File: config.mk
export PLATFORM = sky130hd
export DESIGN_NAME = program_loader_flat
export DESIGN_NICKNAME = d
export VERILOG_FILES = /design/src/rtl/program_loader_pkg.sv /design/src/rtl/program_loader_if.sv /design/src/rtl/program_loader_timeout_counter.sv /design/src/rtl/program_loader.sv /design/src/flat_wrapper.sv
export SDC_FILE = /design/constraint.sdc
export NUM_CORES = 1
export LEC_CHECK = 0
export ABC_AREA = 1
export CORE_ASPECT_RATIO = 1.75
export CORE_MARGIN = 2
export CORE_UTILIZATION = 50
export DETAILED_ROUTE_END_ITERATION = 7
export GPL_TIMING_DRIVEN = 0
export HOLD_SLACK_MARGIN = 0.05
export PLACE_DENSITY = 0.72
export SYNTH_ARGS = -nofsm -noshare
export SYNTH_HDL_FRONTEND = slang
export SYNTH_HIERARCHICAL = 1
export SYNTH_SLANG_ARGS = --single-unit
File: constraint.sdc
create_clock -name clk -period 2.4 [get_ports clk]
set_input_delay 0.6 -clock clk [delete_from_list [all_inputs] [get_ports clk]]
set_output_delay 0.6 -clock clk [all_outputs]
set_load 0.05 [all_outputs]
File: src/rtl/program_loader_pkg.sv
// loader_pkg: shared state type and framing constants for the program loader.
package loader_pkg;
    typedef enum logic [2:0] {IDLE, LEN, DATA, CSUM, DONE, ERROR} loader_state_t;
    localparam logic [7:0] SYNC_BYTE_DEFAULT = 8'hA5;
    localparam int LEN_BYTES = 4;
endpackage

File: src/rtl/program_loader_if.sv
// program_loader_if: UART receive handshake, program memory write port and CPU control.
interface program_loader_if;
    logic [7:0]  rx_data;
    logic        rx_valid;
    logic        rx_ready;
    logic        write_enable;
    logic [7:0]  write_data;
    logic [31:0] write_address;
    logic        cpu_hold;
    logic        load_done;
    logic        load_error;
    modport slave (
        input  rx_data, rx_valid,
        output rx_ready, write_enable, write_data, write_address, cpu_hold, load_done, load_error
    );
    modport master (
        output rx_data, rx_valid,
        input  rx_ready, write_enable, write_data, write_address, cpu_hold, load_done, load_error
    );
endinterface

File: src/rtl/program_loader_timeout_counter.sv
// loader_timeout_counter: idle-gap counter; expired_o flags the last allowed idle cycle.
module loader_timeout_counter #(
    parameter int CYCLES = 1_000_000
) (
    input  logic clk,
    input  logic rst,
    input  logic clear_i,
    input  logic en_i,
    output logic expired_o
);
    localparam int W = $clog2(CYCLES + 1);
    logic [W-1:0] cnt_q, cnt_d;
    always_comb cnt_d = (clear_i || !en_i) ? '0 : cnt_q + W'(1);
    assign expired_o = en_i && !clear_i && cnt_q == W'(CYCLES - 1);
    always_ff @(posedge clk) begin
        if (rst) cnt_q <= '0;
        else cnt_q <= cnt_d;
    end
endmodule

File: src/rtl/program_loader.sv
// program_loader: parses SYNC/length/payload frames into program memory and gates CPU reset.
// Optional trailing checksum byte enabled by PROGRAM_LOADER_CHECKSUM_EN.
module program_loader
    import loader_pkg::*;
#(
    parameter int         MEM_BYTES      = 1024,
    parameter logic [7:0] SYNC_BYTE      = SYNC_BYTE_DEFAULT,
    parameter int         TIMEOUT_CYCLES = 1_000_000
) (
    input  logic            clk,
    input  logic            rst,
    program_loader_if.slave bus
);
    localparam int AW = $clog2(MEM_BYTES) + 1;
`ifdef PROGRAM_LOADER_CHECKSUM_EN
    localparam loader_state_t AFTER_PAYLOAD = CSUM;
    logic [7:0] sum_q, sum_d;
`else
    localparam loader_state_t AFTER_PAYLOAD = DONE;
`endif
    loader_state_t state_q, state_d;
    logic [1:0]    idx_q, idx_d;
    logic [31:0]   len_q, len_d, len_full;
    logic [AW-1:0] cnt_q, cnt_d, waddr_q, waddr_d;
    logic [7:0]    wdata_q, wdata_d;
    logic          we_q, we_d, hold_q, hold_d, err_q, err_d;
    logic          accept, active, expired;

    assign bus.rx_ready      = state_q inside {IDLE, LEN, DATA, CSUM};
    assign bus.write_enable  = we_q;
    assign bus.write_data    = wdata_q;
    assign bus.write_address = 32'(waddr_q);
    assign bus.cpu_hold      = hold_q;
    assign bus.load_done     = state_q == DONE;
    assign bus.load_error    = err_q;
    assign accept   = bus.rx_valid && bus.rx_ready;
    assign active   = state_q inside {LEN, DATA, CSUM};
    // length arrives little-endian, so each byte shifts in from the top
    assign len_full = {bus.rx_data, len_q[31:8]};

    loader_timeout_counter #(.CYCLES(TIMEOUT_CYCLES)) u_timeout (
        .clk(clk), .rst(rst), .clear_i(accept), .en_i(active), .expired_o(expired)
    );

    always_comb begin
        state_d = state_q;
        idx_d   = idx_q;
        len_d   = len_q;
        cnt_d   = cnt_q;
        we_d    = 1'b0;
        wdata_d = wdata_q;
        waddr_d = waddr_q;
        hold_d  = hold_q;
        err_d   = err_q;
`ifdef PROGRAM_LOADER_CHECKSUM_EN
        sum_d   = sum_q;
`endif
        case (state_q)
            IDLE: if (accept && bus.rx_data == SYNC_BYTE) begin
                hold_d  = 1'b1;
                err_d   = 1'b0;
                idx_d   = '0;
                cnt_d   = '0;
`ifdef PROGRAM_LOADER_CHECKSUM_EN
                sum_d   = '0;
`endif
                state_d = LEN;
            end
            LEN: if (accept) begin
                len_d = len_full;
                idx_d = idx_q + 2'd1;
                if (idx_q == 2'(LEN_BYTES - 1))
                    state_d = len_full > 32'(MEM_BYTES) ? ERROR : (len_full == '0 ? AFTER_PAYLOAD : DATA);
            end else if (expired) state_d = ERROR;
            DATA: if (accept) begin
                we_d    = 1'b1;
                wdata_d = bus.rx_data;
                waddr_d = cnt_q;
                cnt_d   = cnt_q + AW'(1);
`ifdef PROGRAM_LOADER_CHECKSUM_EN
                sum_d   = sum_q + bus.rx_data;
`endif
                if (cnt_q == AW'(len_q - 32'd1)) state_d = AFTER_PAYLOAD;
            end else if (expired) state_d = ERROR;
`ifdef PROGRAM_LOADER_CHECKSUM_EN
            // a correct trailer makes the running sum wrap to zero
            CSUM: if (accept) state_d = 8'(sum_q + bus.rx_data) == 8'd0 ? DONE : ERROR;
                  else if (expired) state_d = ERROR;
`endif
            DONE: begin
                hold_d  = 1'b0;
                state_d = IDLE;
            end
            ERROR: begin
                err_d   = 1'b1;
                state_d = IDLE;
            end
            default: state_d = IDLE;
        endcase
    end

    always_ff @(posedge clk) begin
        if (rst) begin
            state_q <= IDLE;
            idx_q   <= '0;
            len_q   <= '0;
            cnt_q   <= '0;
            we_q    <= 1'b0;
            wdata_q <= '0;
            waddr_q <= '0;
            hold_q  <= 1'b1;
            err_q   <= 1'b0;
`ifdef PROGRAM_LOADER_CHECKSUM_EN
            sum_q   <= '0;
`endif
        end else begin
            state_q <= state_d;
            idx_q   <= idx_d;
            len_q   <= len_d;
            cnt_q   <= cnt_d;
            we_q    <= we_d;
            wdata_q <= wdata_d;
            waddr_q <= waddr_d;
            hold_q  <= hold_d;
            err_q   <= err_d;
`ifdef PROGRAM_LOADER_CHECKSUM_EN
            sum_q   <= sum_d;
`endif
        end
    end
endmodule
File: src/flat_wrapper.sv
// flat-port wrapper written by rule: the top's interface ports become plain ports
module program_loader_flat import loader_pkg::*;
#(
    parameter int         MEM_BYTES      = 1024,
    parameter logic [7:0] SYNC_BYTE      = SYNC_BYTE_DEFAULT,
    parameter int         TIMEOUT_CYCLES = 1_000_000
)
  (clk, rst, bus_rx_data, bus_rx_valid, bus_rx_ready, bus_write_enable, bus_write_data, bus_write_address, bus_cpu_hold, bus_load_done, bus_load_error);
  program_loader_if bus_i ();
  input  logic clk;
  input  logic rst;
  input wire logic [$bits(bus_i.rx_data)-1:0] bus_rx_data;
  input wire logic [$bits(bus_i.rx_valid)-1:0] bus_rx_valid;
  output wire logic [$bits(bus_i.rx_ready)-1:0] bus_rx_ready;
  output wire logic [$bits(bus_i.write_enable)-1:0] bus_write_enable;
  output wire logic [$bits(bus_i.write_data)-1:0] bus_write_data;
  output wire logic [$bits(bus_i.write_address)-1:0] bus_write_address;
  output wire logic [$bits(bus_i.cpu_hold)-1:0] bus_cpu_hold;
  output wire logic [$bits(bus_i.load_done)-1:0] bus_load_done;
  output wire logic [$bits(bus_i.load_error)-1:0] bus_load_error;
  assign bus_i.rx_data = bus_rx_data;
  assign bus_i.rx_valid = bus_rx_valid;
  assign bus_rx_ready = bus_i.rx_ready;
  assign bus_write_enable = bus_i.write_enable;
  assign bus_write_data = bus_i.write_data;
  assign bus_write_address = bus_i.write_address;
  assign bus_cpu_hold = bus_i.cpu_hold;
  assign bus_load_done = bus_i.load_done;
  assign bus_load_error = bus_i.load_error;
  program_loader #(.MEM_BYTES(MEM_BYTES), .SYNC_BYTE(SYNC_BYTE), .TIMEOUT_CYCLES(TIMEOUT_CYCLES)) u_core (.clk(clk), .rst(rst), .bus(bus_i));
endmodule
Yosys cells after proc, flatten, opt, wreduce, memory -nomap -nowiden
Index checks and enable logic that the tools add are counted.
- word-level logic and storage cells: 74
- output and inout bits: 45
- memories: 0
- bits in writable memories: 0
- ROM bits: 0
- latch bits: 0
- bits of input ports: 11
- flip-flop bits (word level): 90
- mux-type cells: 20
- div/mod/pow operators: 0
- bitwise gates (word level): 1
- order comparisons: 1
- shifts and indexed selects: 0
- $mul: 0
- reductions and logical operators: 24
- add/subtract/negate cells: 4
- eq/ne operators: 14
- operators with widths (operator ; number):
    $gt A32 B11 Y1 const B ; 1
    $logic_not A32 Y1 ; 1
    $mux W3 ; 8
    $mux W11 ; 2
    $pmux W11 S2 ; 1
    $add A20 B1 Y20 const B ; 1
    $eq A20 B20 Y1 const B ; 1
    $add A11 B1 Y11 const B ; 1
    $eq A11 B11 Y1 ; 1
    $sub A11 B1 Y11 const B ; 1
    $pmux W3 S3 ; 1
    $reduce_and A3 Y1 ; 3
    $eq A8 B8 Y1 const B ; 1
    $reduce_and A2 Y1 ; 4
    $reduce_bool A2 Y1 ; 4
    $eq A3 B2 Y1 const B ; 2
    $eq A3 B3 Y1 const B ; 2
    $ne A3 B3 Y1 const B ; 2
    $logic_and A1 B1 Y1 ; 4
    $mux W2 ; 2
    $ne A2 B1 Y1 const B ; 2
    $pmux W1 S2 ; 2
    $pmux W2 S2 ; 1
    $reduce_bool A4 Y1 ; 1
    11 further kinds ; 15

Depth between registers and ports, before layout
Gate-level depths: netlist of run 1.
- depth after elaboration: 9
- mapped depth: 14
- gate-level depth less buffers: 14

Hierarchy
The synthesis of run 1 kept the hierarchy.
- modules (own cells, without submodules) (module ; times used ; sequential area each (um2) ; cells an instance ; area an instance (um2)):
    program_loader ; 1 ; 1401.3 ; 485 ; 3440.8
    loader_timeout_counter ; 1 ; 400.4 ; 156 ; 1063.5

Least setup slack after synthesis of run 1
Ideal clock, no wire load.
- path kind: register -> output
- from: reg u_core.state_q[2]
- to: out bus_load_done
- buffers on the path: 0
- data arrival time: 1.530 ns
- data required time: 1.800 ns
- path slack: 0.270 ns
- stages on the path, launching flop included: 3
- path through: dfxtp_1 inv_1 nor2_1
- cells in the longest elaborated chain, start to end: 1
- RTL lines (element ; RTL line ; text):
    from (decl) ; program_loader.sv:21 ; loader_state_t state_q, state_d;
    from (signal assigned) ; program_loader.sv:117 ; state_q <= state_d;
    $eq A3 B3 Y1 ; program_loader.sv:34 ; assign bus.load_done = state_q == DONE;
    to (decl) ; flat_wrapper.sv:19 ; output wire logic [$bits(bus_i.load_done)-1:0] bus_load_done;
Every way passes these cells.

Worst setup path after layout of run 1
- from: reg u_core.state_q[2]
- to: out bus_rx_ready
- cells in the longest elaborated chain, start to end: 2
- elaborated cells between the ends (all ways): 5
- those cells by class: 3 x eq/ne; 2 x reduce/logical
- RTL lines (element ; RTL line ; text):
    $eq A3 B1 Y1 (tied with other cells) ; program_loader.sv:29 ; assign bus.rx_ready = state_q inside {IDLE, LEN, DATA, CSUM};
    $reduce_bool A4 Y1 (*) ; program_loader.sv:29 ;
    to (decl) ; flat_wrapper.sv:14 ; output wire logic [$bits(bus_i.rx_ready)-1:0] bus_rx_ready;
Every way passes the cells marked *; elsewhere a longest branch is shown, timed or not.

==> results of run 1 <==
## Yosys cell counts
cell type | n | area (µm²)
a211oi_1 | 1 | 7.51
a21oi_1 | 67 | 335
a21oi_2 | 1 | 8.76
a31o_2 | 1 | 8.76
a32o_1 | 1 | 10.0
and2_1 | 2 | 12.5
and3_1 | 1 | 6.26
buf_1 | 1 | 3.75
buf_2 | 4 | 20.0
buf_4 | 22 | 165
clkbuf_1 | 10 | 37.5
conb_1 | 1 | 3.75
dfxtp_1 | 90 | 1800
ha_1 | 4 | 50.1
inv_1 | 74 | 278
inv_2 | 7 | 26.3
nand2_1 | 99 | 372
nand2_2 | 1 | 6.26
nand2_4 | 2 | 22.5
nand3_1 | 31 | 155
nand3_2 | 2 | 20.0
nand3_4 | 1 | 17.5
nand3b_1 | 1 | 7.51
nand4_1 | 12 | 75.1
nor2_1 | 92 | 345
nor2_2 | 6 | 37.5
nor2_4 | 7 | 78.8
nor2_8 | 1 | 20.0
nor3_1 | 10 | 50.1
nor3_4 | 2 | 32.5
nor3b_1 | 1 | 7.51
nor4_1 | 1 | 6.26
o21a_1 | 1 | 7.51
o21ai_0 | 68 | 340
o21ai_1 | 2 | 10.0
o21ai_2 | 1 | 8.76
o311ai_0 | 1 | 8.76
or2_1 | 1 | 6.26
or2_2 | 1 | 6.26
xnor2_1 | 4 | 35.0
xor2_1 | 6 | 52.6
## layer usage
| layer | track usage, % | vias up |
|---|---|---|
| li1 | - | 2165 |
| met1 | 24.0 | 1956 |
| met2 | 46.9 | 100 |
| met3 | 4.51 | 34 |
| met4 | 13.6 | 0 |
| met5 | 0 | - |
## worst max-delay path, stage by stage (launching register included)
cell and delay (ns):
dfxtp_1 0.54, inv_1 0.15, clkdlybuf4s50_1 0.73
## registers in the layout (all words and copies together) (netlist names)
register and flops:
u_core/bus.cpu_hold 1, u_core/bus.load_error 1, u_core/bus.write_data 8, u_core/bus.write_enable 1
u_core/cnt_q 11, u_core/idx_q 2, u_core/len_q 32, u_core/state_q 3
u_core/u_timeout/cnt_q 20, u_core/waddr_q 11
## through the flow
stage	cell area [µm²]	std cells	hold slack (ns)	util (%)
detailed placement	5070	812	0.457	58.1
floorplan	4580	661	0.430	-
CTS	5420	828	0.466	62.1
global route	5420	828	0.492	62.1
finish	5420	828	0.467	62.1
global placement	5070	812	0.450	58.1
## area by class of cell
cell class              instances  area (µm²)
flip-flops and latches         90        1800
clock inverters                 5         100
well taps                     117         146
repair buffers                 34         339
clock buffers                  11         253
plain buffers                  37         226
multi-input cells             453        2250
fillers                       816        3310
inverters                      81         304
## cells by family after synthesis
logic type                 synth area share [%]
adders and majority gates                  1.11
other                                    0.0833
xor gates and xnor gates                   1.94
DFF                                        40.0
and+or+nand+nor                            28.5
AOI/OAI and AO/OA                          16.6
buffers and inverters                      11.8
## worst paths after layout
kind                                   startpoint                              endpoint  depth (start not counted)
max                u_core/state_q[2]$_SDFFE_PP0P_                          bus_rx_ready                          2
min          u_core/u_timeout/cnt_q[0]$_SDFF_PP0_  u_core/u_timeout/cnt_q[0]$_SDFF_PP0_                          1
max reg2reg          u_core/len_q[0]$_SDFFE_PP0P_        u_core/state_q[1]$_SDFFE_PP0P_                         13
min reg2reg  u_core/u_timeout/cnt_q[0]$_SDFF_PP0_  u_core/u_timeout/cnt_q[0]$_SDFF_PP0_                          1
## power groups by stage
stage | combinational, µW | sequential (µW) | clock, µW
after detailed placement | 176 | 1530 | 0
after CTS | 177 | 1500 | 1640
final | 179 | 1500 | 1630
after floorplan | 140 | 1530 | 0
after global routing | 193 | 1490 | 1710
after global placement | 175 | 1530 | 0
## timing repair
item / in CTS / in global routing
endpoints found under the setup margin: 1 / 0
hold endpoints to repair: 0 / 0
setup buffers: 0 / 0
resized for setup: 1 / 0
==> results.tsv, run 1 <==
stage	metric	value	unit
critical_path	required	1.80	ns
die	die-area	9810	µm²
detailed_routing	antenna_left	0	
yosys	synthCells	641	
detailed_routing	wl_met3	334	µm
critical_path	cp-start-kind	flip-flop	
yosys	seq_area_frac_synth	40.0	%
detailed_routing	wl_per_cell	13.7	µm
power	combPwrFrac	5.4	%
detailed_routing	drt_iter0_drc	230	
finish	final_cell_mix	99 x nand2_1, 92 x nor2_1, 90 x dfxtp_1, 74 x inv_1, 68 x o21ai_0	
timing	hold_violations	0	
critical_path	worst-setup-path-type	flip-flop to output port	
cts	clockBufferDepth	2	
power	power_switching_share	20.7	%
die	io_pins	56	
power	p_switching	684	µW
flow_run	cap_violations	0	
detailed_routing	wirelength	11400	µm
grt	antenna_found_initial	0	
power	total_power	3300	µW
timing	fin_ws	0.0443	ns
critical_path	cp_max_fo	7	
timing	finalMaxSlewViolations	0	
yosys	yosys_warnings	6	
timing	grt_setup_unrepaired	false	
cts	holdBufCountCts	0	
finish	drive_gt1_share	10.5	%
placement	dpl.hpwl	8840	µm
outcome	status	finished clean	
detailed_routing	via_count	4255	
finish	syn2layout_area_growth	20.3	%
power	p_clk_share	49.3	%
finish	final_nets	721	
timing	setup_violations	0	
placement	gp_congestion	0.952	
cts	htreeDepth	3	
detailed_routing	met1_length	4220	µm
power	pwr-share-seq	45.3	%
power	ir_worst_vdd	438	µV
cts	clock-sinks	90	
grt	grt_overflow	0	
power	p_int	2620	µW
cts	clk_pin_slew	0.06	ns
die	core	8730	µm²
critical_path	rrSetupSlack	0.36	ns
detailed_routing	wl_met2	6270	µm
worst_hold_path	holdCritPathClass	flip-flop to flip-flop	
timing	fmax	424	MHz
grt	grt_pass1_wl	18600	µm
detailed_routing	first_pass_iters	5	
timing	fin_crit_sh	98.2	%
die	die_height	130	µm
cts	cts_root_buffer	clkbuf_16	
critical_path	cp.arrival	1.76	ns
die	initial_core_util	51.6	%
cts	clock_latency	0.33	ns
cts	numCtsBuffers	9	
grt	grt_usage	24.9	%
die	dieWidth	75.8	µm
die	num_rows	45	
timing	timing.slew.headroom	60.9	%
yosys	ys_ff_latch	90	
yosys	syn-cell-area	4500	µm²
power	power_leakage	0.00224	µW
critical_path	crit_path_end_kind	output port	
power	powerDensity	609	nW/µm²
yosys	netlist-cell-type-count	41	
grt	grt_pass1_vias	4062	
finish	layout_commonest_cell	nand2_1	
detailed_routing	vias_per_cell	5.14	
timing	finalSetupTns	0	ns
timing	fin_skew	0.00503	ns
detailed_routing	drc	0	
placement	portBuffers	34	
finish	antenna_cells	0	
timing	worst_pin_slew	0.585	ns
cts	cts_tree	yes	
timing	fin_crit	2.36	ns
grt	grt_max_degree	15	
yosys	avgSynthCellArea	7.03	µm²
placement	dp_slack	-0.173	ns
detailed_routing	top_layer	met4	
No activity file was read; power rests on OpenSTA's default activity.
==> run 2, diff against run 1 <==
--- a/config.mk
+++ b/config.mk
@@ -5,9 +5,9 @@
 export SDC_FILE = /design/constraint.sdc
 export NUM_CORES = 1
 export LEC_CHECK = 0
-export ABC_AREA = 1
+export ABC_CLOCK_PERIOD_IN_PS = 2400
 export CORE_ASPECT_RATIO = 1.75
-export CORE_MARGIN = 2
+export CORE_MARGIN = 4
 export CORE_UTILIZATION = 50
 export DETAILED_ROUTE_END_ITERATION = 7
 export GPL_TIMING_DRIVEN = 0
==> run 2 against run 1 <==
Largest cell class unchanged. First-iteration DRC count is 35% lower. Critical path depth increased by 1. Critical endpoint unchanged. Cell area shrank 6.0%.
==> results.tsv, run 2 <==
stage	metric	value	unit
outcome	status	finished clean	
critical_path	worstPathCellList	buf_2 > inv_2 > clkdlybuf4s50_1	
cts	clock_latency	0.34	ns
timing	setup_violations	0	
detailed_routing	drc	0	
yosys	yosys-top-cells-area	dfxtp_1 43%, nand2_1 11%, a21oi_1 7.7%, xor2_1 4.1%, nor2_1 4.0%	
die	die_height	130	µm
critical_path	worstSetupStartpoint	u_core/state_q[2]$_SDFFE_PP0P_	
finish	final_nets	612	
cts	clock-sinks	90	
die	initial_core_util	51.3	%
yosys	synth-main-ff-cell	dfxtp_1	
yosys	synth_compound_area_share	12.8	%
die	io_pins	56	
grt	antenna_found_initial	0	
timing	fmax	430	MHz
yosys	synthTopCellsByCount	120 x nand2_1, 90 x dfxtp_1, 65 x a21oi_1	
cts	post_cts_buffers	0	
finish	syn2layout_area_growth	20.2	%
die	num_rows	44	
yosys	synth_top_area_share	42.5	%
finish	layout_commonest_cell	nand2_1	
grt	grt_use_met1	20.5	%
placement	dpl_cell_area	4770	µm²
timing	worst_pin_slew	0.610	ns
finish	antenna_cells	0	
finish	final_cell_mix	120 x nand2_1, 90 x dfxtp_1, 65 x a21oi_1, 45 x nor2_1, 33 x clkdlybuf4s50_1	
yosys	ys_ff_latch	90	
placement	place_inst	679	
grt	met3_usage	3.80	%
grt	grt_pass1_vias	3527	
cts	numCtsBuffers	9	
critical_path	cp-start-kind	flip-flop	
worst_hold_path	hold_end	u_core/bus.cpu_hold$_SDFFE_PP1P_	
critical_path	cpMaxStageDelayCell	clkdlybuf4s50_1	
timing	fin_crit_sh	97.0	%
critical_path	worst-setup-path-type	flip-flop to output port	
timing	timing.slew.headroom	58.9	%
detailed_routing	first_pass_iters	4	
yosys	netlist-cell-type-count	61	
placement	dp_slack	-0.462	ns
yosys	avgSynthCellArea	7.95	µm²
worst_hold_path	holdCritPathClass	flip-flop to flip-flop	
grt	grt-busiest-layer	met2	
critical_path	worst-path-buf-inv	3	
timing	fin_skew	0.00482	ns
grt	grt_overflow	0	
finish	largest_reg_flops	32	
grt	grt_pass1_wl	16000	µm
yosys	synthAdderAreaFrac	1.18	%
critical_path	cp.arrival	1.73	ns
grt	grt_usage	20.2	%
finish	top_regs	u_core/len_q x32, u_core/u_timeout/cnt_q x20	
critical_path	cp_max_fo	8	
flow_run	cap_violations	0	
die	core	8260	µm²
yosys	async_flop_share	0	%
finish	drive_gt1_share	10.5	%
critical_path	crit_path_end_kind	output port	
yosys	synth.most_common_cell	nand2_1	
cts	htreeDepth	3	
detailed_routing	wl_per_cell	14.1	µm
detailed_routing	via_count	3698	
grt	grt_max_degree	15	
yosys	yosysTopAreaCell	dfxtp_1	
power	power_leakage	0.00183	µW
detailed_routing	antenna_left	0	
worst_hold_path	hold_depth	1	
die	dieWidth	77.6	µm
grt	met2_usage	38.5	%
critical_path	cp_top_family	buffers and inverters	
yosys	yosys_warnings	6	
placement	portBuffers	34	
yosys	synth-simple-area-share	28.5	%
timing	finalMaxSlewViolations	0	
yosys	synthMuxAreaShare	0.236	%
die	die-area	10100	µm²
finish	largest-register	u_core/len_q	
timing	fin_crit	2.33	ns
critical_path	required	1.80	ns
cts	clk_pin_slew	0.06	ns
cts	cts_root_buffer	clkbuf_16	
critical_path	r2r-end	u_core/state_q[0]$_SDFFE_PP0P_	
yosys	seq_area_frac_synth	42.5	%
worst_hold_path	min-delay-start	u_core/bus.cpu_hold$_SDFFE_PP1P_	
critical_path	rrSetupSlack	0.25	ns
power	powerDensity	591	nW/µm²
timing	fin_ws	0.0730	ns
timing	finalSetupTns	0	ns
yosys	syn-cell-area	4240	µm²
timing	hold_violations	0	
cts	cts_tree	yes	
detailed_routing	wirelength	9800	µm
detailed_routing	vias_per_cell	5.33	
finish	fin_cells	694	
yosys	synth-xor-area-share	6.82	%
yosys	synth_edf_count	0	
critical_path	max_stage_delay	0.81	ns
cts	clockBufferDepth	2	
critical_path	r2r_start	u_core/state_q[0]$_SDFFE_PP0P_	
yosys	synthCells	533	
power	ir_worst_vdd	345	µV
placement	gp_congestion	0.930	
placement	dpl.hpwl	7460	µm
finish	design_area	5090	µm²
yosys	synth_top_family_by_area	simple AND/OR/NAND/NOR gates	
critical_path	reg2reg_depth	7	
detailed_routing	drt_iter0_drc	150	
==> run 2: worst register-to-register path, cell delays in order, from the launching register on <==
cell       delay, ns
dfxtp_1         0.56
nor2_1          0.13
nor2_1          0.16
nor4b_1         0.33
nand3b_1        0.14
nor3_2          0.21
a221oi_1        0.11
a2111oi_1       0.40
==> run 2: through the flow <==
step / utilization (%) / total power [µW] / hold slack (ns)
floorplan: - / 1650 / 0.426
global placement: 57.7 / 1680 / 0.435
detailed placement: 57.7 / 1680 / 0.440
CTS: 61.3 / 3040 / 0.454
global route: 61.7 / 3100 / 0.474
finish: 61.7 / 3010 / 0.451
==> run 2: timing repair <==
| action | 4_1_cts | 5_1_grt |
|---|---|---|
| endpoints found under the setup margin | 11 | 12 |
| gates resized for setup | 2 | 6 |
| hold buffers | 0 | 0 |
==> run 2: cell type report <==
type / count / area [µm²]
fillers: 777 / 3170
multi-input cells: 401 / 2210
flip-flops and latches: 90 / 1800
repair buffers: 34 / 340
plain buffers: 48 / 279
clock buffers: 13 / 270
well taps: 92 / 115
inverters: 13 / 48.8
clock inverters: 3 / 22.5
==> run 2: how the worst max path moves through the flow <==
stage                                endpoint  slack (ns)  depth (start not counted)
2_1_floorplan   u_core/cnt_q[10]$_SDFFE_PP0P_        0.48                          6
3_3_place_gp    u_core/cnt_q[10]$_SDFFE_PP0P_       -0.48                          7
3_5_place_dp     u_core/cnt_q[2]$_SDFFE_PP0P_       -0.46                          7
4_1_cts                         bus_load_done       0.004                          5
5_1_grt        u_core/state_q[0]$_SDFFE_PP0P_       -0.04                          8
6_report                         bus_rx_ready        0.07                          3
==> run 2: logic make-up after synthesis <==
kind of cell | Yosys count
xor gates and xnor gates | 33
other | 1
adders and majority gates | 4
AOI/OAI and AO/OA | 94
buffers and inverters | 62
muxes | 1
and+or+nand+nor | 248
DFF | 90
==> run 2: layer usage <==
layer  share of wire [%]  wire length [µm]  vias up
met1                  39              3810     1715
met3                 2.7               267       21
met4                 3.1               303        0
li1                    -                 -     1895
met5                   0                 0        -
met2                  55              5420       67
==> run 2: power by group <==
| part | total (µW) | internal, µW | leakage, µW | switching, µW |
|---|---|---|---|---|
| registers | 1490 | 1490 | 0.000724 | 0.240 |
| clock network | 1350 | 788 | 0.000146 | 565 |
| logic | 160 | 45.8 | 0.000960 | 114 |
| total | 3010 | 2330 | 0.00183 | 679 |
==> run 3, diff against run 2 <==
--- a/config.mk
+++ b/config.mk
@@ -11,7 +11,7 @@
 export CORE_UTILIZATION = 50
 export DETAILED_ROUTE_END_ITERATION = 7
 export GPL_TIMING_DRIVEN = 0
-export HOLD_SLACK_MARGIN = 0.05
+export HOLD_SLACK_MARGIN = 0.03
 export PLACE_DENSITY = 0.72
 export SYNTH_ARGS = -nofsm -noshare
 export SYNTH_HDL_FRONTEND = slang
==> results of run 3 <==
Final layout, timing and power as in run 2 (identical DEF).
